==> src/rtl/pc_sequencer.sv <==
// Multi-cycle fetch/decode/execute control FSM for the 16-bit processor.
// Drives PC, IR, memory, register-file and ALU controls; times out stalled memory accesses.
module pc_sequencer #(
  parameter int WAIT_LIMIT = 15,
  parameter int COUNT_W    = 16
) (
  input  logic               CLK,
  input  logic               RST_N,
  input  logic [3:0]         input_Seq_opcode,
  input  logic               input_Seq_zero,
  input  logic               input_Seq_memReady,
  output logic               output_Seq_PCWrite,
  output logic [1:0]         output_Seq_PCSource,
  output logic               output_Seq_IRWrite,
  output logic               output_Seq_memRead,
  output logic               output_Seq_memWrite,
  output logic               output_Seq_IorD,
  output logic               output_Seq_regWrite,
  output logic               output_Seq_memToReg,
  output logic               output_Seq_regDst,
  output logic               output_Seq_ALUSrcA,
  output logic [1:0]         output_Seq_ALUSrcB,
  output logic [1:0]         output_Seq_ALUOp,
  output logic [3:0]         output_Seq_state,
  output logic               output_Seq_illegal,
  output logic               output_Seq_halted,
  output logic               output_Seq_memFault,
  output logic [COUNT_W-1:0] output_Seq_retired
);

  typedef enum logic [3:0] {
    S_RESET     = 4'd0,
    S_FETCH     = 4'd1,
    S_DECODE    = 4'd2,
    S_EXEC_R    = 4'd3,
    S_EXEC_I    = 4'd4,
    S_ALU_WB    = 4'd5,
    S_MEM_ADDR  = 4'd6,
    S_MEM_READ  = 4'd7,
    S_MEM_WB    = 4'd8,
    S_MEM_WRITE = 4'd9,
    S_BRANCH    = 4'd10,
    S_JUMP      = 4'd11,
    S_HALT      = 4'd12
  } state_t;

  state_t state, next_state;
  logic [7:0] wait_cnt;
  logic mem_fault;
  logic waiting_state, timeout, retire, op_legal;

  assign waiting_state = state inside {S_FETCH, S_MEM_READ, S_MEM_WRITE};
  assign timeout  = waiting_state && !input_Seq_memReady && (wait_cnt == 8'(WAIT_LIMIT));
  assign op_legal = input_Seq_opcode inside {4'h0, 4'h1, 4'h2, 4'h3, 4'h4, 4'h5, 4'h6, 4'hF};

  always_comb begin
    next_state = S_RESET;
    case (state)
      S_RESET:     next_state = S_FETCH;
      S_FETCH:     next_state = input_Seq_memReady ? S_DECODE : S_FETCH;
      S_DECODE: begin
        case (input_Seq_opcode)
          4'h0:       next_state = S_EXEC_R;
          4'h1:       next_state = S_EXEC_I;
          4'h2, 4'h3: next_state = S_MEM_ADDR;
          4'h4, 4'h5: next_state = S_BRANCH;
          4'h6:       next_state = S_JUMP;
          4'hF:       next_state = S_HALT;
          default:    next_state = S_FETCH;
        endcase
      end
      S_EXEC_R:    next_state = S_ALU_WB;
      S_EXEC_I:    next_state = S_ALU_WB;
      S_ALU_WB:    next_state = S_FETCH;
      S_MEM_ADDR:  next_state = (input_Seq_opcode == 4'h2) ? S_MEM_READ : S_MEM_WRITE;
      S_MEM_READ:  next_state = input_Seq_memReady ? S_MEM_WB : S_MEM_READ;
      S_MEM_WB:    next_state = S_FETCH;
      S_MEM_WRITE: next_state = input_Seq_memReady ? S_FETCH : S_MEM_WRITE;
      S_BRANCH:    next_state = S_FETCH;
      S_JUMP:      next_state = S_FETCH;
      S_HALT:      next_state = S_HALT;
      default:     next_state = S_RESET;
    endcase
    if (timeout) next_state = S_HALT;
  end

  // Only completed instructions retire; illegal opcodes and HALT entry do not.
  assign retire = (next_state == S_FETCH) &&
                  (state inside {S_ALU_WB, S_MEM_WB, S_MEM_WRITE, S_BRANCH, S_JUMP});

  always_ff @(posedge CLK) begin
    if (!RST_N) begin
      state              <= S_RESET;
      wait_cnt           <= 8'd0;
      mem_fault          <= 1'b0;
      output_Seq_retired <= '0;
    end else begin
      state <= next_state;
      if (next_state != state)
        wait_cnt <= 8'd0;
      else if (waiting_state && !input_Seq_memReady)
        wait_cnt <= wait_cnt + 8'd1;
      if (timeout) mem_fault <= 1'b1;
      if (retire) output_Seq_retired <= output_Seq_retired + COUNT_W'(1);
    end
  end

  always_comb begin
    output_Seq_PCWrite  = 1'b0;
    output_Seq_PCSource = 2'b00;
    output_Seq_IRWrite  = 1'b0;
    output_Seq_memRead  = 1'b0;
    output_Seq_memWrite = 1'b0;
    output_Seq_IorD     = 1'b0;
    output_Seq_regWrite = 1'b0;
    output_Seq_memToReg = 1'b0;
    output_Seq_ALUSrcA  = 1'b0;
    output_Seq_ALUSrcB  = 2'b00;
    output_Seq_ALUOp    = 2'b00;
    case (state)
      S_FETCH: begin
        output_Seq_memRead = 1'b1;
        output_Seq_ALUSrcB = 2'b01;
        output_Seq_IRWrite = input_Seq_memReady;
        output_Seq_PCWrite = input_Seq_memReady;
      end
      S_DECODE:    output_Seq_ALUSrcB = 2'b10;
      S_EXEC_R: begin
        output_Seq_ALUSrcA = 1'b1;
        output_Seq_ALUOp   = 2'b10;
      end
      S_EXEC_I, S_MEM_ADDR: begin
        output_Seq_ALUSrcA = 1'b1;
        output_Seq_ALUSrcB = 2'b10;
      end
      S_ALU_WB:    output_Seq_regWrite = 1'b1;
      S_MEM_READ: begin
        output_Seq_memRead = 1'b1;
        output_Seq_IorD    = 1'b1;
      end
      S_MEM_WB: begin
        output_Seq_regWrite = 1'b1;
        output_Seq_memToReg = 1'b1;
      end
      S_MEM_WRITE: begin
        output_Seq_memWrite = 1'b1;
        output_Seq_IorD     = 1'b1;
      end
      S_BRANCH: begin
        output_Seq_ALUSrcA  = 1'b1;
        output_Seq_ALUOp    = 2'b01;
        output_Seq_PCSource = 2'b01;
        output_Seq_PCWrite  = (input_Seq_opcode == 4'h4) ? input_Seq_zero : !input_Seq_zero;
      end
      S_JUMP: begin
        output_Seq_PCSource = 2'b10;
        output_Seq_PCWrite  = 1'b1;
      end
      default: ;
    endcase
  end

  assign output_Seq_regDst   = (input_Seq_opcode == 4'h0) && (state != S_RESET) && (state != S_HALT);
  assign output_Seq_illegal  = (state == S_DECODE) && !op_legal;
  assign output_Seq_halted   = (state == S_HALT);
  assign output_Seq_memFault = mem_fault;
  assign output_Seq_state    = state;

endmodule

==> config.mk <==
export PLATFORM = sky130hd
export DESIGN_NAME = pc_sequencer
export DESIGN_NICKNAME = d
export VERILOG_FILES = /design/src/rtl/pc_sequencer.sv
export SDC_FILE = /design/constraint.sdc
export NUM_CORES = 1
export LEC_CHECK = 0
export BUFFER_PORTS_ARGS = -buffer_cell sky130_fd_sc_hd__buf_2
export CORE_MARGIN = 5
export CORE_UTILIZATION = 53
export CTS_CLUSTER_SIZE = 24
export DETAILED_ROUTE_END_ITERATION = 10
export PLACE_DENSITY = 0.79
export SYNTH_ARGS = -nofsm -noshare
export SYNTH_HDL_FRONTEND = slang
export SYNTH_SLANG_ARGS = --single-unit
==> constraint.sdc <==
create_clock -name CLK -period 2.7 [get_ports CLK]
set_clock_uncertainty 0.2 [all_clocks]
set_input_delay 0.54 -clock CLK [delete_from_list [all_inputs] [get_ports CLK]]
set_output_delay 0.54 -clock CLK [all_outputs]
set_load 0.02 [all_outputs]
==> metrics <==
status=finished, final reports clean; I/O pins=46; Post-CTS Hold Fix Bufs=0; clk_lat worst skew=0.33 ns; placed cell area=2250 µm²; P_leak=1.08 nW; CTS Buf Count=5; number of synthesis warnings=0; Pins Over Slew Limit=0; first-pass GRT wire length=7440 µm; total core area=3420 µm²; Final Cell Area=2340 µm²; GR Util All Layers=0.183; Synth Cell Area=1910 µm²; Post-Syn Nets=249; CP delay by family, top=buffers and inverters; Cells after Synth=239; Max Buffers Root-to-Sink=2; Routed Antenna Nets=0; VDD IR-drop max=0.000263 V; share of cells above drive strength 1=0.271; DRT Pass-1 Iters=4; CP max-delay cell=nor4b_2; largest fanout on the critical path=7; TritonCTS clock tree=built; gpl congestion=0.848; crit start category=primary input; Place WS=-0.0181 ns; max incr delay on CP=0.23 ns; measured slew at the worst slew-check pin=0.622 ns; CP Buf/Inv Count=4; Die W=70.0 µm; initial antenna violation count=0; final setup fails=0; most frequent cells in the layout=45 x buf_2, 28 x dfxtp_1, 20 x nand2_1; input/output buffers=45; Worst Setup End Kind=primary output; commonest non-fill, non-tap cell in the layout=buf_2; ant diodes=0; die area=4900 µm²; crit-path cells=buf_2 -> buf_4 -> buf_4 -> nor4b_2 -> xnor2_1 -> o211ai_1 -> a21oi_1 -> buf_2; Final nets=301; Yosys reg bits=29; pin count of the biggest net entering global routing=23; Tmin final=2.47 ns; routed vias=1905; number of remaining DRC errors=0; vias in the first global route=1645; worst path required time=1.96 ns; Min-Delay Path Class=flip-flop to flip-flop; crit path kind=primary input to primary output; die height=70.0 µm; clock slew at reported path FFs=0.09 ns; largest area contributor in the netlist=dfxtp_1; Yosys top cell area share=0.304; Power Dens Cells=397 nW/µm²; Slew headroom=0.580; WP data arrival=1.73 ns; Root Buffer Master=clkbuf_4; Sink Count=29; synth unique cells=48; total grt overflow=0; Mapped Avg Cell Area=7.98 µm²; Post-synth EDFFs=0; final WL=4530 µm; DR WL/cell=13.4 µm; final period utilization=0.916; row cnt=21; async set-reset flop share out of synthesis=0; Starting Density=0.558; DR vias/cell=5.65; fraction of the yosys area taken by sequential cells=0.304; final hold viol count=0; RSZ-0062 raised after global routing=no; Max Cap Viol=0; most used flip-flop cell after synthesis=dfxtp_1; number of DRC markers in iteration 0=118; top cells by area, synth=dfxtp_1 30%, xor2_1 6.4%, nor3_1 4.5%; H-Tree Depth=2; f_max=404 MHz; HPWL Detailed=3390 µm; P&R area growth vs syn=23.0%; final worst slack=0.227 ns
flip-flops by register name, summed over array words and instances, names as in the netlist:
register and count:
output_Seq_retired 16, wait_cnt 8, output_Seq_memFault 1, output_Seq_state 4
synth_stat cells, types with 3 or more instances:
cell type,number
a21oi_1,6
and2_1,12
and3_1,5
buf_2,4
clkbuf_1,11
dfxtp_1,29
inv_1,5
mux2i_1,5
nand2_1,20
nand2b_1,5
nand3_1,4
nand3b_1,3
nand4_1,9
nor2_1,15
nor2b_1,5
nor3_1,17
nor3b_1,3
nor4_1,8
nor4b_1,3
o211ai_1,3
o21a_1,6
o21ai_0,4
o31ai_1,3
or3_1,3
or4_1,3
xnor2_1,7
xor2_1,14
what timing repair did:
item,in CTS,in global routing
setup endpoints to repair,0,9
endpoints found under the hold margin,0,0
buffers inserted,0,0
resized for setup,0,4
area by class of cell:
cell class | count | area (µm²)
multi-input cells | 186 | 1250
fillers | 297 | 1070
flip-flops and latches | 29 | 582
repair buffers | 64 | 368
well taps | 46 | 57.6
clock buffers | 5 | 37.5
clock inverters | 2 | 35.0
inverters | 5 | 18.8
path summary, 6_finish.rpt:
| kind | slack [ns] | from | endpoint | depth (start not counted) |
|---|---|---|---|---|
| setup reg to reg | 0.23 | output_Seq_state[1] | output_Seq_retired[6] | 6 |
| hold reg to reg | 0.28 | output_Seq_memFault | output_Seq_memFault | 1 |
| setup / recovery | 0.23 | input_Seq_opcode[3] | output_Seq_PCWrite | 8 |
| hold / removal | 0.28 | output_Seq_memFault | output_Seq_memFault | 1 |
routing by layer:
| metal | routed length [µm] | global-route usage | vias up |
|---|---|---|---|
| met2 | 2100 | 0.291 | 54 |
| met5 | 0 | 0 | - |
| met1 | 2080 | 0.237 | 879 |
| li1 | - | - | 966 |
| met3 | 278 | 0.0488 | 6 |
| met4 | 65 | 0.0702 | 0 |
metrics by stage:
step | total power [mW] | TNS, ns | hold WS (ns) | util | instances
floorplan | 0.551 | 0 | 0.307 | - | 239
global placement | 0.601 | 0 | 0.249 | 0.659 | 330
detailed placement | 0.602 | -0.0341 | 0.257 | 0.659 | 330
CTS | 0.938 | 0 | 0.285 | 0.680 | 337
global route | 0.977 | 0 | 0.321 | 0.686 | 337
finish | 0.931 | 0 | 0.278 | 0.686 | 337
kinds of logic after synthesis:
logic type / after synthesis / share of synthesized area
buffers and inverters: 24 / 0.0525
DFF: 29 / 0.304
muxes: 5 / 0.0262
and+or+nand+nor: 121 / 0.357
AOI/OAI and AO/OA: 37 / 0.150
adders and majority gates: 2 / 0.0131
xor gates and xnor gates: 21 / 0.0965
power by group:
part	switching [mW]	internal (mW)
combinational	0.0929	0.0617
clock	0.147	0.188
sequential	0.00915	0.432
total	0.249	0.682
No activity file was read; power rests on OpenSTA's default activity.
